File: config.mk
export PLATFORM = sky130hd
export DESIGN_NAME = pe_feeder
export DESIGN_NICKNAME = d
export VERILOG_FILES = /design/src/rtl/pe_feeder_pkg.sv /design/src/rtl/feeder_skid_buffer.sv /design/src/rtl/pe_feeder.sv
export SDC_FILE = /design/constraint.sdc
export NUM_CORES = 1
export LEC_CHECK = 0
export ABC_AREA = 1
export ABC_CLOCK_PERIOD_IN_PS = 3500
export CAP_MARGIN = 10
export CORE_AREA = 4 4 172 240
export CTS_CLUSTER_SIZE = 10
export DETAILED_ROUTE_END_ITERATION = 16
export DIE_AREA = 0 0 176 244
export MAX_ROUTING_LAYER = met4
export REMOVE_ABC_BUFFERS = 1
export SYNTH_ARGS = -nofsm -noshare
export SYNTH_HDL_FRONTEND = slang
export SYNTH_SLANG_ARGS = --single-unit
File: constraint.sdc
create_clock -name clk -period 3.5 [get_ports clk]
set_clock_uncertainty 0.1 [all_clocks]
set_input_delay 0.7 -clock clk [delete_from_list [all_inputs] [get_ports clk]]
set_output_delay 0.7 -clock clk [all_outputs]
set_load 0.05 [all_outputs]
File: src/rtl/pe_feeder_pkg.sv
// Shared types for the PE feeder: FSM state encoding, stream tags and
// the helper that picks the next stream with work to do.
package pe_feeder_pkg;

   typedef enum logic [2:0] {
      IDLE   = 3'd0,
      FILTER = 3'd1,
      IFMAP  = 3'd2,
      IPSUM  = 3'd3,
      DRAIN  = 3'd4,
      DONE   = 3'd5
   } state_t;

   typedef logic [1:0] tag_t;

   localparam tag_t TAG_FILTER = 2'd0;
   localparam tag_t TAG_IFMAP  = 2'd1;
   localparam tag_t TAG_IPSUM  = 2'd2;

   function automatic tag_t stateTag(input state_t s);
      tag_t t;
      case (s)
         IFMAP:   t = TAG_IFMAP;
         IPSUM:   t = TAG_IPSUM;
         default: t = TAG_FILTER;
      endcase
      return t;
   endfunction

   // Streams run in fixed order; DRAIN means nothing after the current one.
   function automatic state_t nextStream(input state_t cur, input logic hasFilter,
                                         input logic hasIfmap, input logic hasIpsum);
      state_t n;
      n = DRAIN;
      if (cur == IDLE && hasFilter)
         n = FILTER;
      else if ((cur == IDLE || cur == FILTER) && hasIfmap)
         n = IFMAP;
      else if ((cur == IDLE || cur == FILTER || cur == IFMAP) && hasIpsum)
         n = IPSUM;
      return n;
   endfunction

endpackage

File: src/rtl/feeder_skid_buffer.sv
// Two-entry tagged FIFO that catches global-buffer read data so the
// feeder can keep reading while a downstream FIFO is full.
module feeder_skid_buffer
   import pe_feeder_pkg::*;
#(
   parameter int DATA_WIDTH = 64
) (
   input  logic                  clk,
   input  logic                  reset,
   input  logic                  i_wr_en,
   input  logic [DATA_WIDTH-1:0] i_wr_data,
   input  tag_t                  i_wr_tag,
   input  logic                  i_pop,
   output logic                  o_head_valid,
   output logic [DATA_WIDTH-1:0] o_head_data,
   output tag_t                  o_head_tag,
   output logic [1:0]            o_count
);

   logic [DATA_WIDTH-1:0] r_data [2];
   tag_t                  r_tag  [2];
   logic                  r_wr_ptr;
   logic                  r_rd_ptr;
   logic [1:0]            r_count;

   // The issue logic upstream guarantees a write never lands on a full buffer.
   always_ff @(posedge clk) begin
      if (reset) begin
         for (int i = 0; i < 2; i++) begin
            r_data[i] <= '0;
            r_tag[i]  <= TAG_FILTER;
         end
         r_wr_ptr <= 1'b0;
         r_rd_ptr <= 1'b0;
         r_count  <= 2'd0;
      end else begin
         if (i_wr_en) begin
            r_data[r_wr_ptr] <= i_wr_data;
            r_tag[r_wr_ptr]  <= i_wr_tag;
            r_wr_ptr         <= ~r_wr_ptr;
         end
         if (i_pop)
            r_rd_ptr <= ~r_rd_ptr;
         r_count <= r_count + {1'b0, i_wr_en} - {1'b0, i_pop};
      end
   end

   assign o_head_valid = (r_count != 2'd0);
   assign o_head_data  = r_data[r_rd_ptr];
   assign o_head_tag   = r_tag[r_rd_ptr];
   assign o_count      = r_count;

endmodule

File: src/rtl/pe_feeder.sv
// Moves filter, ifmap and ipsum words from the global buffer into the PE
// input FIFOs, one read per cycle, with a skid buffer absorbing backpressure.
module pe_feeder
   import pe_feeder_pkg::*;
#(
   parameter int GLB_ADDR_WIDTH   = 12,
   parameter int GLB_DATA_WIDTH   = 64,
   parameter int DATA_WIDTH_IFMAP = 16,
   parameter int COUNT_WIDTH      = 10
) (
   input  logic                        clk,
   input  logic                        reset,
   input  logic                        start,
   output logic                        busy,
   output logic                        done,
   input  logic [GLB_ADDR_WIDTH-1:0]   filter_base,
   input  logic [GLB_ADDR_WIDTH-1:0]   ifmap_base,
   input  logic [GLB_ADDR_WIDTH-1:0]   ipsum_base,
   input  logic [COUNT_WIDTH-1:0]      filter_count,
   input  logic [COUNT_WIDTH-1:0]      ifmap_count,
   input  logic [COUNT_WIDTH-1:0]      ipsum_count,
   output logic                        glb_rd_en,
   output logic [GLB_ADDR_WIDTH-1:0]   glb_rd_addr,
   input  logic [GLB_DATA_WIDTH-1:0]   glb_rd_data,
   output logic [GLB_DATA_WIDTH-1:0]   filter,
   output logic                        push_filter,
   input  logic                        filter_fifo_full,
   output logic [DATA_WIDTH_IFMAP-1:0] ifmap,
   output logic                        push_ifmap,
   input  logic                        ifmap_fifo_full,
   output logic [GLB_DATA_WIDTH-1:0]   ipsum,
   output logic                        push_ipsum,
   input  logic                        ipsum_fifo_full
);

   state_t                    r_state;
   logic                      r_busy;
   logic                      r_done;
   logic [GLB_ADDR_WIDTH-1:0] r_addr;
   logic [COUNT_WIDTH-1:0]    r_remaining;
   logic [GLB_ADDR_WIDTH-1:0] r_filter_base;
   logic [GLB_ADDR_WIDTH-1:0] r_ifmap_base;
   logic [GLB_ADDR_WIDTH-1:0] r_ipsum_base;
   logic [COUNT_WIDTH-1:0]    r_filter_count;
   logic [COUNT_WIDTH-1:0]    r_ifmap_count;
   logic [COUNT_WIDTH-1:0]    r_ipsum_count;
   logic                      r_inflight;
   tag_t                      r_inflight_tag;

   logic                      w_in_idle;
   logic                      w_stream_state;
   logic                      w_has_filter;
   logic                      w_has_ifmap;
   logic                      w_has_ipsum;
   state_t                    w_next_stream;
   logic [GLB_ADDR_WIDTH-1:0] w_next_base;
   logic [COUNT_WIDTH-1:0]    w_next_count;
   logic                      w_head_valid;
   logic [GLB_DATA_WIDTH-1:0] w_head_data;
   tag_t                      w_head_tag;
   logic [1:0]                w_skid_count;
   logic                      w_push;
   logic                      w_rd_en;

   // While idle the next stream is chosen from the live inputs, since the
   // latched copies are only written on the accepting edge.
   assign w_in_idle      = (r_state == IDLE);
   assign w_stream_state = (r_state == FILTER) || (r_state == IFMAP) || (r_state == IPSUM);
   assign w_has_filter   = w_in_idle ? (filter_count != '0) : (r_filter_count != '0);
   assign w_has_ifmap    = w_in_idle ? (ifmap_count  != '0) : (r_ifmap_count  != '0);
   assign w_has_ipsum    = w_in_idle ? (ipsum_count  != '0) : (r_ipsum_count  != '0);
   assign w_next_stream  = nextStream(r_state, w_has_filter, w_has_ifmap, w_has_ipsum);

   always_comb begin
      w_next_base  = r_addr + GLB_ADDR_WIDTH'(1);
      w_next_count = '0;
      case (w_next_stream)
         FILTER: begin
            w_next_base  = w_in_idle ? filter_base  : r_filter_base;
            w_next_count = w_in_idle ? filter_count : r_filter_count;
         end
         IFMAP: begin
            w_next_base  = w_in_idle ? ifmap_base  : r_ifmap_base;
            w_next_count = w_in_idle ? ifmap_count : r_ifmap_count;
         end
         IPSUM: begin
            w_next_base  = w_in_idle ? ipsum_base  : r_ipsum_base;
            w_next_count = w_in_idle ? ipsum_count : r_ipsum_count;
         end
         default: ;
      endcase
   end

   feeder_skid_buffer #(
      .DATA_WIDTH (GLB_DATA_WIDTH)
   ) u_skid (
      .clk          (clk),
      .reset        (reset),
      .i_wr_en      (r_inflight),
      .i_wr_data    (glb_rd_data),
      .i_wr_tag     (r_inflight_tag),
      .i_pop        (w_push),
      .o_head_valid (w_head_valid),
      .o_head_data  (w_head_data),
      .o_head_tag   (w_head_tag),
      .o_count      (w_skid_count)
   );

   assign push_filter = w_head_valid && (w_head_tag == TAG_FILTER) && !filter_fifo_full;
   assign push_ifmap  = w_head_valid && (w_head_tag == TAG_IFMAP)  && !ifmap_fifo_full;
   assign push_ipsum  = w_head_valid && (w_head_tag == TAG_IPSUM)  && !ipsum_fifo_full;
   assign w_push      = push_filter || push_ifmap || push_ipsum;

   // A read is only issued if its word is guaranteed a skid slot on arrival.
   assign w_rd_en = w_stream_state &&
                    (({1'b0, w_skid_count} + {2'b00, r_inflight}) < (3'd2 + {2'b00, w_push}));

   always_ff @(posedge clk) begin
      if (reset) begin
         r_state        <= IDLE;
         r_busy         <= 1'b0;
         r_done         <= 1'b0;
         r_addr         <= '0;
         r_remaining    <= '0;
         r_filter_base  <= '0;
         r_ifmap_base   <= '0;
         r_ipsum_base   <= '0;
         r_filter_count <= '0;
         r_ifmap_count  <= '0;
         r_ipsum_count  <= '0;
         r_inflight     <= 1'b0;
         r_inflight_tag <= TAG_FILTER;
      end else begin
         r_done         <= 1'b0;
         r_inflight     <= w_rd_en;
         r_inflight_tag <= stateTag(r_state);
         case (r_state)
            IDLE: begin
               if (start) begin
                  r_filter_base  <= filter_base;
                  r_ifmap_base   <= ifmap_base;
                  r_ipsum_base   <= ipsum_base;
                  r_filter_count <= filter_count;
                  r_ifmap_count  <= ifmap_count;
                  r_ipsum_count  <= ipsum_count;
                  r_busy         <= 1'b1;
                  if (w_next_stream == DRAIN) begin
                     r_state <= DONE;
                     r_done  <= 1'b1;
                  end else begin
                     r_state     <= w_next_stream;
                     r_addr      <= w_next_base;
                     r_remaining <= w_next_count;
                  end
               end
            end
            FILTER, IFMAP, IPSUM: begin
               if (w_rd_en) begin
                  if (r_remaining == COUNT_WIDTH'(1)) begin
                     r_state     <= w_next_stream;
                     r_addr      <= w_next_base;
                     r_remaining <= w_next_count;
                  end else begin
                     r_addr      <= r_addr + GLB_ADDR_WIDTH'(1);
                     r_remaining <= r_remaining - COUNT_WIDTH'(1);
                  end
               end
            end
            DRAIN: begin
               if (w_skid_count == 2'd0 && !r_inflight) begin
                  r_state <= DONE;
                  r_done  <= 1'b1;
               end
            end
            DONE: begin
               r_busy  <= 1'b0;
               r_state <= IDLE;
            end
            default: r_state <= IDLE;
         endcase
      end
   end

   assign busy        = r_busy;
   assign done        = r_done;
   assign glb_rd_en   = w_rd_en;
   assign glb_rd_addr = r_addr;
   assign filter      = w_head_data;
   assign ifmap       = w_head_data[DATA_WIDTH_IFMAP-1:0];
   assign ipsum       = w_head_data;

endmodule

==> metrics.md, run 1 <==
| Metric | Value |
|---|---|
| Run status | finished clean |
| Clock buffer count from CTS | 25 |
| DIE AREA | 42900 sq um |
| Layout Cells excl Fill | 2187 |
| First-pass GRT wire length | ~52000 microns |
| Hold_sp | u_skid.r_rd_ptr |
| Cts hold-fix bufs | 0 |
| Met3 GRT Util | roughly 2.7% |
| Row Count | 86 |
| Setup CP Type | flip-flop to output pin |
| Ratio of cells with drive above 1 in the final layout | 14.0% |
| Root buffer cell | clkbuf_16 |
| Worst Setup Start Kind | flip-flop |
| Num ports | ~300 |
| Setup bufs post-CTS | 0 |
| Vias per Instance | 4.49 |
| Crit path time final | 2980 ps |
| Post-Syn Area | approximately 11000 sq um |
| GP Congestion | slightly below 0.9 |
| Top post-synthesis cells by area | edfxtp_1 35%, nand2_1 15%, dfxtp_1 14% |
| Critical-path cell list | inv_2, nand2_1, nand2_1, nor2_2, nand2_1, nand3_2, nand2_1, nand2_1, nand2_2, inv_1, buf_12 |
| Starting DRT DRC Count | a little under 800 |
| Most frequent cells in the layout | 432 x nand2_1, 228 x nor2_1, 149 x clkdlybuf4s50_1 |
| Clk pwr share | roughly 17% |
| Gr ovfl total | 0 |
| Final Cycle Share | between 80 and 90% |
| GR Layer Usage met1 | between 10% and 20% |
| Met2 Usage GRT | a little over a quarter |
| Hold/Removal Path Class | flip-flop to flip-flop |
| Die H | between 200 and 250 microns |
| Sw frac | 46.8% |
| Die width | 176 microns |
| Flops & latches, synth | about 210 |
| R2R Path End | r_remaining[3] |
| Gr usage total | between 10% and 20% |
| Family with the most delay on the worst path | simple AND/OR/NAND/NOR gates |
| Slew Limit Fails | 0 |
| Initial Utilization | between 20% and 30% |
| Initial antenna violation count | 0 |
| Fin. Hold Viols | 0 |
| Final setup vio count | 0 |
| Crit-path max FO | 12 |
| Worst path bufs/invs | 3 |
| Final WS setup | between 500 and 600 ps |
| Share of the synthesized area in the top cell type | a little over a third |
| Critical Path AT | approximately 2200 ps |
| CP most frequent cell | nand2_1 |
| Routed Antenna Nets | 0 |
| Worst reg-to-reg setup slack | between 1000 and 1500 ps |
| Worst Setup End Kind | output pin |
| Max-slew headroom | between 60% and 70% |
| Placed insts | about 2100 |
| Largest net degree at the start of global routing | 68 |
| Resized Gates After CTS | 0 |
| Fillers | 3924 |
| Seq/Total Area, Yosys | 49.5% |
| Via count | just under 10000 |
| P_int | between 7 and 8 mW |
| Final Cell Area | 15700 sq um |
| Worst slew pin tran | slightly below 600 ps |
| Static leakage | about 6.9 nW |
| Worst hold path depth | 1 |
| Vias in the first global route | roughly 9400 |
| Max_cap viols | 0 |
| Input/output buffers | 297 |
| Most common cell after layout, fill and taps aside | nand2_1 |
| Pre-antenna DRT Iters | 8 |
| Clock-pin transition on the worst setup and hold timing paths | about 60 ps |
| R2R Path Start | r_state[0] |
| Clk_lat worst skew | about 520 ps |
| DP HPWL | approximately 25000 microns |
| CP Depth | 11 |
| Switch Pwr | 6.37 mW |
| Pre-CTS setup slack | roughly 600 ps |
| Nets | approximately 1800 |
| Cell accounting for the most synthesized area | edfxtp_1 |
| DRC | 0 |
| # diodes | 0 |
| CP Data Required Time | about 2700 ps |
| Total number of yosys warnings | 0 |
| Distinct cells, synth | 38 |
| Crit-path max cell delay | approximately 440 ps |
| F_max | 0.335 GHz |
| Peak VDD IR | slightly above 600 uV |
| Area grow syn2layout | 40.5% |
| Detailed Route WL | roughly 34000 microns |
| Core area | ~39000 sq um |
| Comb pwr share | around 58% |
| RSZ-0062 raised after global routing | no |
| Part of the power in registers | between 20% and 30% |
| H-tree depth | 1 |
| Worst-case reg-to-reg path depth | 12 |
| Slowest CP cell | dfxtp_2 |
| Post-Place Cell Area | 15000 sq um |
| Clk buf depth | 3 |
| Pwr Density | about 870 nW/um^2 |
| TritonCTS sink count | between 200 and 250 |
| Post-Route Setup TNS | 0 ps |
| Cells after synthesis | approximately 1500 |
| DR WL/cell | 15.5 microns |
| GRT Max-Usage Layer | met2 |
| TritonCTS clock tree | done |
| Post-Syn Area per Cell | 7.68 sq um |
==> synthesized netlist by cell type, drive strengths merged <==
cell	count
nor2	235
a21oi	58
o21ai	58
nor4	2
ha	7
inv	125
edfxtp	132
buf	116
clkbuf	47
o22ai	1
a31oi	12
a211oi	3
nand2	442
nand3	97
or2	5
o31ai	2
dfxtp	79
nor3	10
xnor2	3
nand4	10
nand3b	3
xor2	10
==> area by class of cell <==
cell class / count / area, sq um / share of cell area [%]
clock buffer: 43 / 693 / 4.41
clock inverter: 2 / 13.8 / 0.0875
inverter: 125 / 472 / 3.00
multi-input combinational: 958 / 4250 / 27.0
sequential: 211 / 5550 / 35.3
tap: 528 / 661 / 4.20
timing repair buffer: 320 / 4100 / 26.1
==> worst max-delay path by stage <==
stage	start	endpoint	slack (ps)
2_1_floorplan	reset	u_skid.r_data[1][0]	-1460
3_3_place_gp	filter_count[7]	glb_rd_addr[0]	610
3_5_place_dp	filter_count[7]	glb_rd_addr[4]	620
4_1_cts	flip-flop	glb_rd_en	440
5_1_grt	flip-flop	glb_rd_en	320
6_report	flip-flop	glb_rd_en	520
==> metrics by stage <==
stage	power (mW)	utilization, %	hold slack, ps
after floorplan	7.94	-	326
after global placement	11.4	38.4	333
after detailed placement	11.4	38.4	339
after CTS	13.8	40.2	348
after global routing	14.4	40.2	360
final	13.6	40.2	344
==> worst register-to-register path, cell delays in order (launching register included) <==
cell and delay [ps]:
dfxtp_1 390, nor2_4 170, nand2_4 130, inv_4 290, nor2_2 80, nand2_1 120, nand3_2 150, nand4_1 150
nand2_2 100, nor2_8 420, nand2_1 130, nor2_1 110, nor2_1 50
==> registers in the layout (all words and copies together), names as in the netlist, named ones only <==
name,flops
r_ipsum_base,12
r_inflight_tag,2
busy,1
done,1
r_ifmap_base,12
r_state,3
r_ifmap_count,10
glb_rd_addr,12
u_skid.r_data,128
r_ipsum_count,10
r_inflight,1
u_skid.r_tag,4
u_skid.o_count,2
u_skid.r_wr_ptr,1
u_skid.r_rd_ptr,1
r_remaining,10
==> routing by layer <==
metal	share of wire, %	vias to the layer above
met5	0	-
met4	3.2	0
met3	7.4	48
met2	50	402
met1	39	4459
li1	-	4915
==> power groups by stage <==
stage / Clock [mW] / Combinational (mW) / Sequential [mW]
6_report: 2.31 / 7.90 / 3.40
5_1_grt: 2.49 / 8.43 / 3.45
4_1_cts: 2.39 / 7.99 / 3.40
3_5_place_dp: 0 / 7.98 / 3.45
3_3_place_gp: 0 / 7.93 / 3.43
2_1_floorplan: 0 / 4.34 / 3.61
==> kinds of logic (layout without fill, tap and decap cells) <==
group | count (synthesis) | after routing | synth area share [%]
compound gates | 134 | 134 | 6.35
buf+inv | 288 | 490 | 12.9
flops | 211 | 211 | 49.5
fa+ha+maj | 7 | 7 | 0.782
simple gates | 804 | 804 | 29.4
xor+xnor | 13 | 13 | 1.02
No activity file was read; power rests on OpenSTA's default activity.
==> run 2: changes to the inputs <==
--- a/config.mk
+++ b/config.mk
@@ -16,2 +16,3 @@
 export REMOVE_ABC_BUFFERS = 1
+export SLEW_MARGIN = 30
 export SYNTH_ARGS = -nofsm -noshare
--- a/constraint.sdc
+++ b/constraint.sdc
@@ -4,2 +4,2 @@
 set_output_delay 0.7 -clock clk [all_outputs]
-set_load 0.05 [all_outputs]
+set_load 0.1 [all_outputs]
==> run 2 against run 1 <==
Utilization increased by 1.4 points. Critical path depth stayed put. Clock-buffer cell count did not move. Largest cell class unchanged. Highest routed layer unchanged. Critical endpoint unchanged.
==> metrics.md, run 2 (synthesis results as in run 1) <==
| Metric | Value |
|---|---|
| Worst path bufs/invs | 3 |
| Part of the power in registers | about 21% |
| TritonCTS clock tree | done |
| Row Count | 86 |
| Largest net degree at the start of global routing | 71 |
| Pre-antenna DRT Iters | 6 |
| Clk_lat worst skew | 530 ps |
| Max-slew headroom | between 40% and 50% |
| Fin. Hold Viols | 0 |
| Ratio of cells with drive above 1 in the final layout | about 15% |
| Worst Setup Start Kind | flip-flop |
| Worst-case reg-to-reg path depth | 15 |
| Critical-path cell list | inv_2, nand2_1, nand2_1, nor2_2, nand2_1, nand3_2, nand2_1, nand2_1, nand2_2, inv_1, buf_12 |
| First-pass GRT wire length | about 52000 microns |
| Crit-path max FO | 12 |
| Worst hold path depth | 2 |
| Max_cap viols | 0 |
| TritonCTS sink count | 211 |
| Worst slew pin tran | around 820 ps |
| Crit-path max cell delay | about 500 ps |
| Die H | 244 microns |
| Top reg by flops | u_skid.r_data |
| DR WL/cell | between 15 and 20 microns |
| Most frequent cells in the layout | 432 x nand2_1, 228 x nor2_1, 155 x buf_12 |
| Pre-CTS setup slack | 618 ps |
| Gr usage total | between 15 and 20% |
| Worst hold slack | approximately 350 ps |
| Root buffer cell | clkbuf_16 |
| CP Depth | 11 |
| Static leakage | between 7 and 8 nW |
| H-tree depth | 1 |
| Switch Pwr | ~9 mW |
| CP most frequent cell | nand2_1 |
| Run status | finished clean |
| RSZ-0062 raised after global routing | no |
| F_max | ~0.33 GHz |
| DIE AREA | approximately 43000 sq um |
| Slew Limit Fails | 0 |
| Die width | approximately 180 microns |
| Vias in the first global route | about 9400 |
| Hold/Removal Path Class | flip-flop to flip-flop |
| Final setup vio count | 0 |
| Pwr Density | between 1000 and 1500 nW/um^2 |
| Via count | 9877 |
| Family with the most delay on the worst path | simple AND/OR/NAND/NOR gates |
| Starting DRT DRC Count | ~620 |
| Initial Utilization | 28.6% |
| Routed Antenna Nets | 0 |
| Core area | between 30000 and 40000 sq um |
| Clock-pin transition on the worst setup and hold timing paths | about 50 ps |
| Gr ovfl total | 0 |
| DRC | 0 |
| Resized Gates After CTS | 0 |
| Slowest CP cell | dfxtp_2 |
| Peak VDD IR | around 530 uV |
| Vias per Instance | between 4 and 5 |
| Setup bufs post-CTS | 0 |
| Final Cycle Share | around 87% |
| # diodes | 0 |
| DP HPWL | 25200 microns |
| Input/output buffers | 297 |
| Clock buffer count from CTS | 25 |
| Clk buf depth | 3 |
| Nets | around 1800 |
| Detailed Route WL | between 30000 and 40000 microns |
| Critical Path AT | around 2300 ps |
| Clk pwr share | 14.0% |
| Max FFs per register | roughly 130 |
| Sw frac | a little over half |
| Area grow syn2layout | 45.5% |
| Cts hold-fix bufs | 0 |
| Worst Setup End Kind | output pin |
| GP Congestion | 0.902 |
| Setup CP Type | flip-flop to output pin |
| Final WS setup | around 440 ps |
| Comb pwr share | roughly two thirds |
| Num ports | 298 |
| Initial antenna violation count | 0 |
| Most common cell after layout, fill and taps aside | nand2_1 |
| CP Data Required Time | 2700 ps |
| Crit path time final | between 3000 and 4000 ps |
| P_int | about 7.7 mW |
run 2: changes by cell type in the layout (fill, tap and decap cells not counted), moves of 2 or more:
cell and delta:
buf_12 +49, buf_4 -39, clkbuf_1 -2, clkbuf_8 +2
clkdlybuf4s50_1 -14
run 2: layer usage:
| metal | vias to the layer above | GRT usage (%) | wire [microns] |
|---|---|---|---|
| met2 | 395 | 27.1 | 16900 |
| li1 | 4909 | - | - |
| met1 | 4517 | 18.1 | 13700 |
| met4 | 0 | 4.64 | 784 |
| met5 | - | - | 0 |
| met3 | 56 | 3.08 | 2710 |
run 2: cell type report:
cell class | instances | area, sq um
Sequential cell | 211 | 5550
Multi-Input combinational cell | 958 | 4250
Tap cell | 528 | 661
Timing Repair Buffer | 316 | 4650
Clock buffer | 43 | 713
Inverter | 125 | 472
Fill cell | 3905 | 22900
run 2: worst min-delay path: stages, from the launching register on:
cell	delay, ps
dfxtp_1	290
inv_1	50
a21oi_1	50
run 2: power by group through the flow:
| stage | Clock, mW | Sequential [mW] | Combinational [mW] |
|---|---|---|---|
| after floorplan | 0 | 3.81 | 6.52 |
| after global routing | 2.53 | 3.45 | 11.4 |
| after global placement | 0 | 3.43 | 10.9 |
| after detailed placement | 0 | 3.44 | 11.0 |
| final | 2.33 | 3.40 | 10.9 |
| after CTS | 2.43 | 3.40 | 11.0 |
run 2: path summary, 6_finish.rpt:
kind / from / endpoint / slack [ps]
worst max-delay path: flip-flop / glb_rd_en / 440
worst max register to register: flip-flop / glb_rd_addr[3] / 990
worst min register to register: r_ipsum_base[11] / r_ipsum_base[11] / 350
worst min-delay path: r_ipsum_base[11] / r_ipsum_base[11] / 350
run 2: metrics by stage:
step / TNS [ps] / utilization [%] / area, sq um / total power, mW / cells
CTS: 0 / 41.6 / 16300 / 16.8 / 2181
global placement: 0 / 39.8 / 15600 / 14.3 / 2138
floorplan: -278430 / - / 10200 / 10.3 / 1294
global route: 0 / 41.6 / 16300 / 17.4 / 2181
finish: 0 / 41.6 / 16300 / 16.6 / 2181
detailed placement: 0 / 39.8 / 15600 / 14.4 / 2138
==> run 3: changes to the inputs <==
CORE_AREA = 4 4 171 240   (was 4 4 172 240)
DIE_AREA = 0 0 175 244   (was 0 0 176 244)
GPL_TIMING_DRIVEN = 0   (was not set)
SYNTH_HIERARCHICAL = 1   (was not set)
==> run 3 against run 2 <==
Utilization shrank 3.9 points. Sequential power shrank 3%. Area after synthesis shrank 0.39%. Power shrank 14%. Register-to-register slack lost 720 ps. Worst setup slack lost 350 ps. Critical path depth shrank 8. Highest routed layer unchanged.
==> metrics.md, run 3 <==
| Metric | Value |
|---|---|
| RSZ-0062 raised after global routing | no |
| Gr ovfl total | 0 |
| Root buffer cell | clkbuf_16 |
| Core area | ~39000 sq um |
| Via count | 9379 |
| Detailed Route WL | ~32000 microns |
| Setup CP Type | flip-flop to output pin |
| Distinct cells, synth | 34 |
| Share of the synthesized area in the top cell type | 35.5% |
| Footprint of the multi-input gates | ~4200 sq um |
| Critical Path AT | around 2600 ps |
| DP HPWL | around 23000 microns |
| Die width | ~180 microns |
| Slew Limit Fails | 0 |
| Most common cell after layout, fill and taps aside | nand2_1 |
| Seq/Total Area, Yosys | 49.7% |
| Worst slew pin tran | 1040 ps |
| Clock buffer count from CTS | 25 |
| Largest net degree at the start of global routing | 61 |
| Flops & latches, synth | around 210 |
| Vias in the first global route | roughly 9100 |
| Family with the most delay on the worst path | buffers and inverters |
| Max-slew headroom | approximately 30% |
| Num ports | 298 |
| DIE AREA | around 43000 sq um |
| Hold/Removal Path Class | flip-flop to flip-flop |
| Gr usage total | between 10 and 15% |
| Static leakage | between 6 and 7 nW |
| Clk_lat worst skew | roughly 520 ps |
| Run status | finished clean |
| Total number of yosys warnings | 6 |
| Fillers | around 4000 |
| Most frequent cell after synthesis | nand2_1 |
| H-tree depth | 1 |
| Most frequent cells in the layout | 305 x nand2_1, 232 x nor2_1, 190 x clkdlybuf4s50_1 |
| Worst Setup End Kind | output pin |
| Critical-path cell list | buf_6, mux2_2, clkdlybuf4s50_1 |
| Synth Flop Type | edfxtp_1 |
| TritonCTS clock tree | done |
| Pre-antenna DRT Iters | 5 |
| Worst Setup Start Kind | flip-flop |
| Async S/R FF share, synth | 0% |
| Peak VDD IR | about 420 uV |
| GP Congestion | 0.862 |
| Die H | 244 microns |
| Nets | 1665 |
| Slowest CP cell | clkdlybuf4s50_1 |
| Worst hold slack | about 350 ps |
| DRC | 0 |
| CP Depth | 3 |
| Top cells by count, synth | 309 x nand2_1, 235 x nor2_1, 132 x edfxtp_1, 124 x inv_1, 91 x buf_4 |
| Initial Utilization | between 20% and 30% |
| Max FFs per register | 128 |
| Top reg by flops | u_skid/r_data |
| TritonCTS sink count | roughly 210 |
| Worst hold path depth | 2 |
| # diodes | 0 |
| Worst-case reg-to-reg path depth | 11 |
| Clock-pin transition on the worst setup and hold timing paths | approximately 60 ps |
| Vias per Instance | 4.54 |
| FF+latch area | 5550 sq um |
| Initial antenna violation count | 0 |
| F_max | between 0.2 and 0.3 GHz |
| Tot Pwr | around 14 mW |
| Crit path time final | roughly 3400 ps |
| Final setup vio count | 0 |
| R2R Path End | r_remaining[9] |
| Max_cap viols | 0 |
| Post-Syn Area per Cell | roughly 8.4 sq um |
| Area grow syn2layout | 31.7% |
| Pwr Density | approximately 970 nW/um^2 |
| Worst reg-to-reg setup slack | 270 ps |
| Routed Antenna Nets | 0 |
| CP Data Required Time | approximately 2700 ps |
| First-pass GRT wire length | 49900 microns |
| Cell accounting for the most synthesized area | edfxtp_1 |
| Number of synthesized flops with an enable pin | ~130 |
| Crit-path max FO | 13 |
| Cells after synthesis | 1332 |
| Crit-path max cell delay | a little under 1000 ps |
| Input/output buffers | about 300 |
| Clk buf depth | 3 |
| Final Cycle Share | just under 100% |
| Fin. Hold Viols | 0 |
| Post-Syn Area | 11200 sq um |
| Starting DRT DRC Count | between 500 and 600 |
| Worst Setup EP | filter[50] |
| DR WL/cell | 15.7 microns |
| Worst path bufs/invs | 2 |
| R2R Path Start | r_state[2] |
| Top post-synthesis cells by area | edfxtp_1 36%, dfxtp_1 14%, nand2_1 10% |
| Row Count | 86 |
| Ratio of cells with drive above 1 in the final layout | approximately a tenth |
run 3: cell count changes in the layout (fill, tap and decap cells not counted), sizes merged, moves of 4 or more:
cell and change:
nand3 -32, clkdlybuf4s15 +4, a21oi +14, a31oi -9
or2 -4, nor2 +4, buf -159, nand4 -9
o21ai -14, mux2 +66, clkdlybuf4s50 +55, nand2 -131
dlygate4sd2 +93
run 3: logic make-up after synthesis:
| logic type | after synthesis | synth area share, % |
|---|---|---|
| flops | 211 | 49.7 |
| compound gates | 122 | 5.61 |
| xor+xnor | 17 | 1.33 |
| simple gates | 633 | 23.0 |
| fa+ha+maj | 7 | 0.785 |
| mux | 66 | 6.66 |
| buf+inv | 276 | 12.9 |
run 3: per-layer routing:
layer  part of all wire (%)  vias to the layer above  track usage [%]  wire, microns
met5                      0                        -                -              0
met3                    7.7                       63             3.32           2510
met2                     48                      379             25.0          15600
met4                    3.1                        0             5.18           1020
li1                       -                     4558                -              -
met1                     41                     4379             17.5          13300
run 3: how the worst min path moves through the flow:
stage	from	slack (ps)	endpoint
finish	r_ifmap_base[11]	350	r_ifmap_base[11]
floorplan	r_ifmap_base[11]	330	r_ifmap_base[11]
global route	r_ipsum_base[11]	380	r_ipsum_base[11]
CTS	r_ipsum_base[11]	350	r_ipsum_base[11]
detailed placement	r_ipsum_base[11]	340	r_ipsum_base[11]
global placement	r_ifmap_base[11]	340	r_ifmap_base[11]
run 3: tightest hold or removal path: cells and delay by family (launching register included):
family | cells | cell delay (ps)
flip-flops | 1 | 300
buffers and inverters | 1 | 50
AO/OA/AOI/OAI | 1 | 50
run 3: power by group:
group | internal (mW) | switching [mW]
clock network | 1.34 | 0.971
logic | 1.88 | 6.71
registers | 3.06 | 0.247
run 3: timing repair:
item | in CTS | in global routing
cloned | 1 | 0
pin swaps | 1 | 1
setup buffers | 0 | 4
setup endpoints to repair | 123 | 21
hold buffers | 0 | 0
gates resized for setup | 114 | 3
endpoints found under the hold margin | 0 | 0
run 3: through the flow:
stage / utilization, % / setup TNS [ps] / cells / area (sq um) / setup WS [ps]
final: 37.7 / 0 / 2066 / 14700 / 90.2
after global routing: 37.7 / 0 / 2066 / 14700 / 19.2
after CTS: 37.6 / -15.0 / 2062 / 14600 / -15.0
after detailed placement: 36.0 / -16080 / 2018 / 14000 / -892
after global placement: 35.5 / -1413520 / 2010 / 13800 / -6240
after floorplan: - / -102040 / 1185 / 10200 / -742
run 3: area by class of cell:
class	instances	share of cell area [%]
Sequential cell	211	37.8
Multi-Input combinational cell	846	28.8
Timing Repair Buffer	309	20.7
Clock buffer	42	4.76
Tap cell	528	4.50
Inverter	129	3.37
Clock inverter	1	0.0341
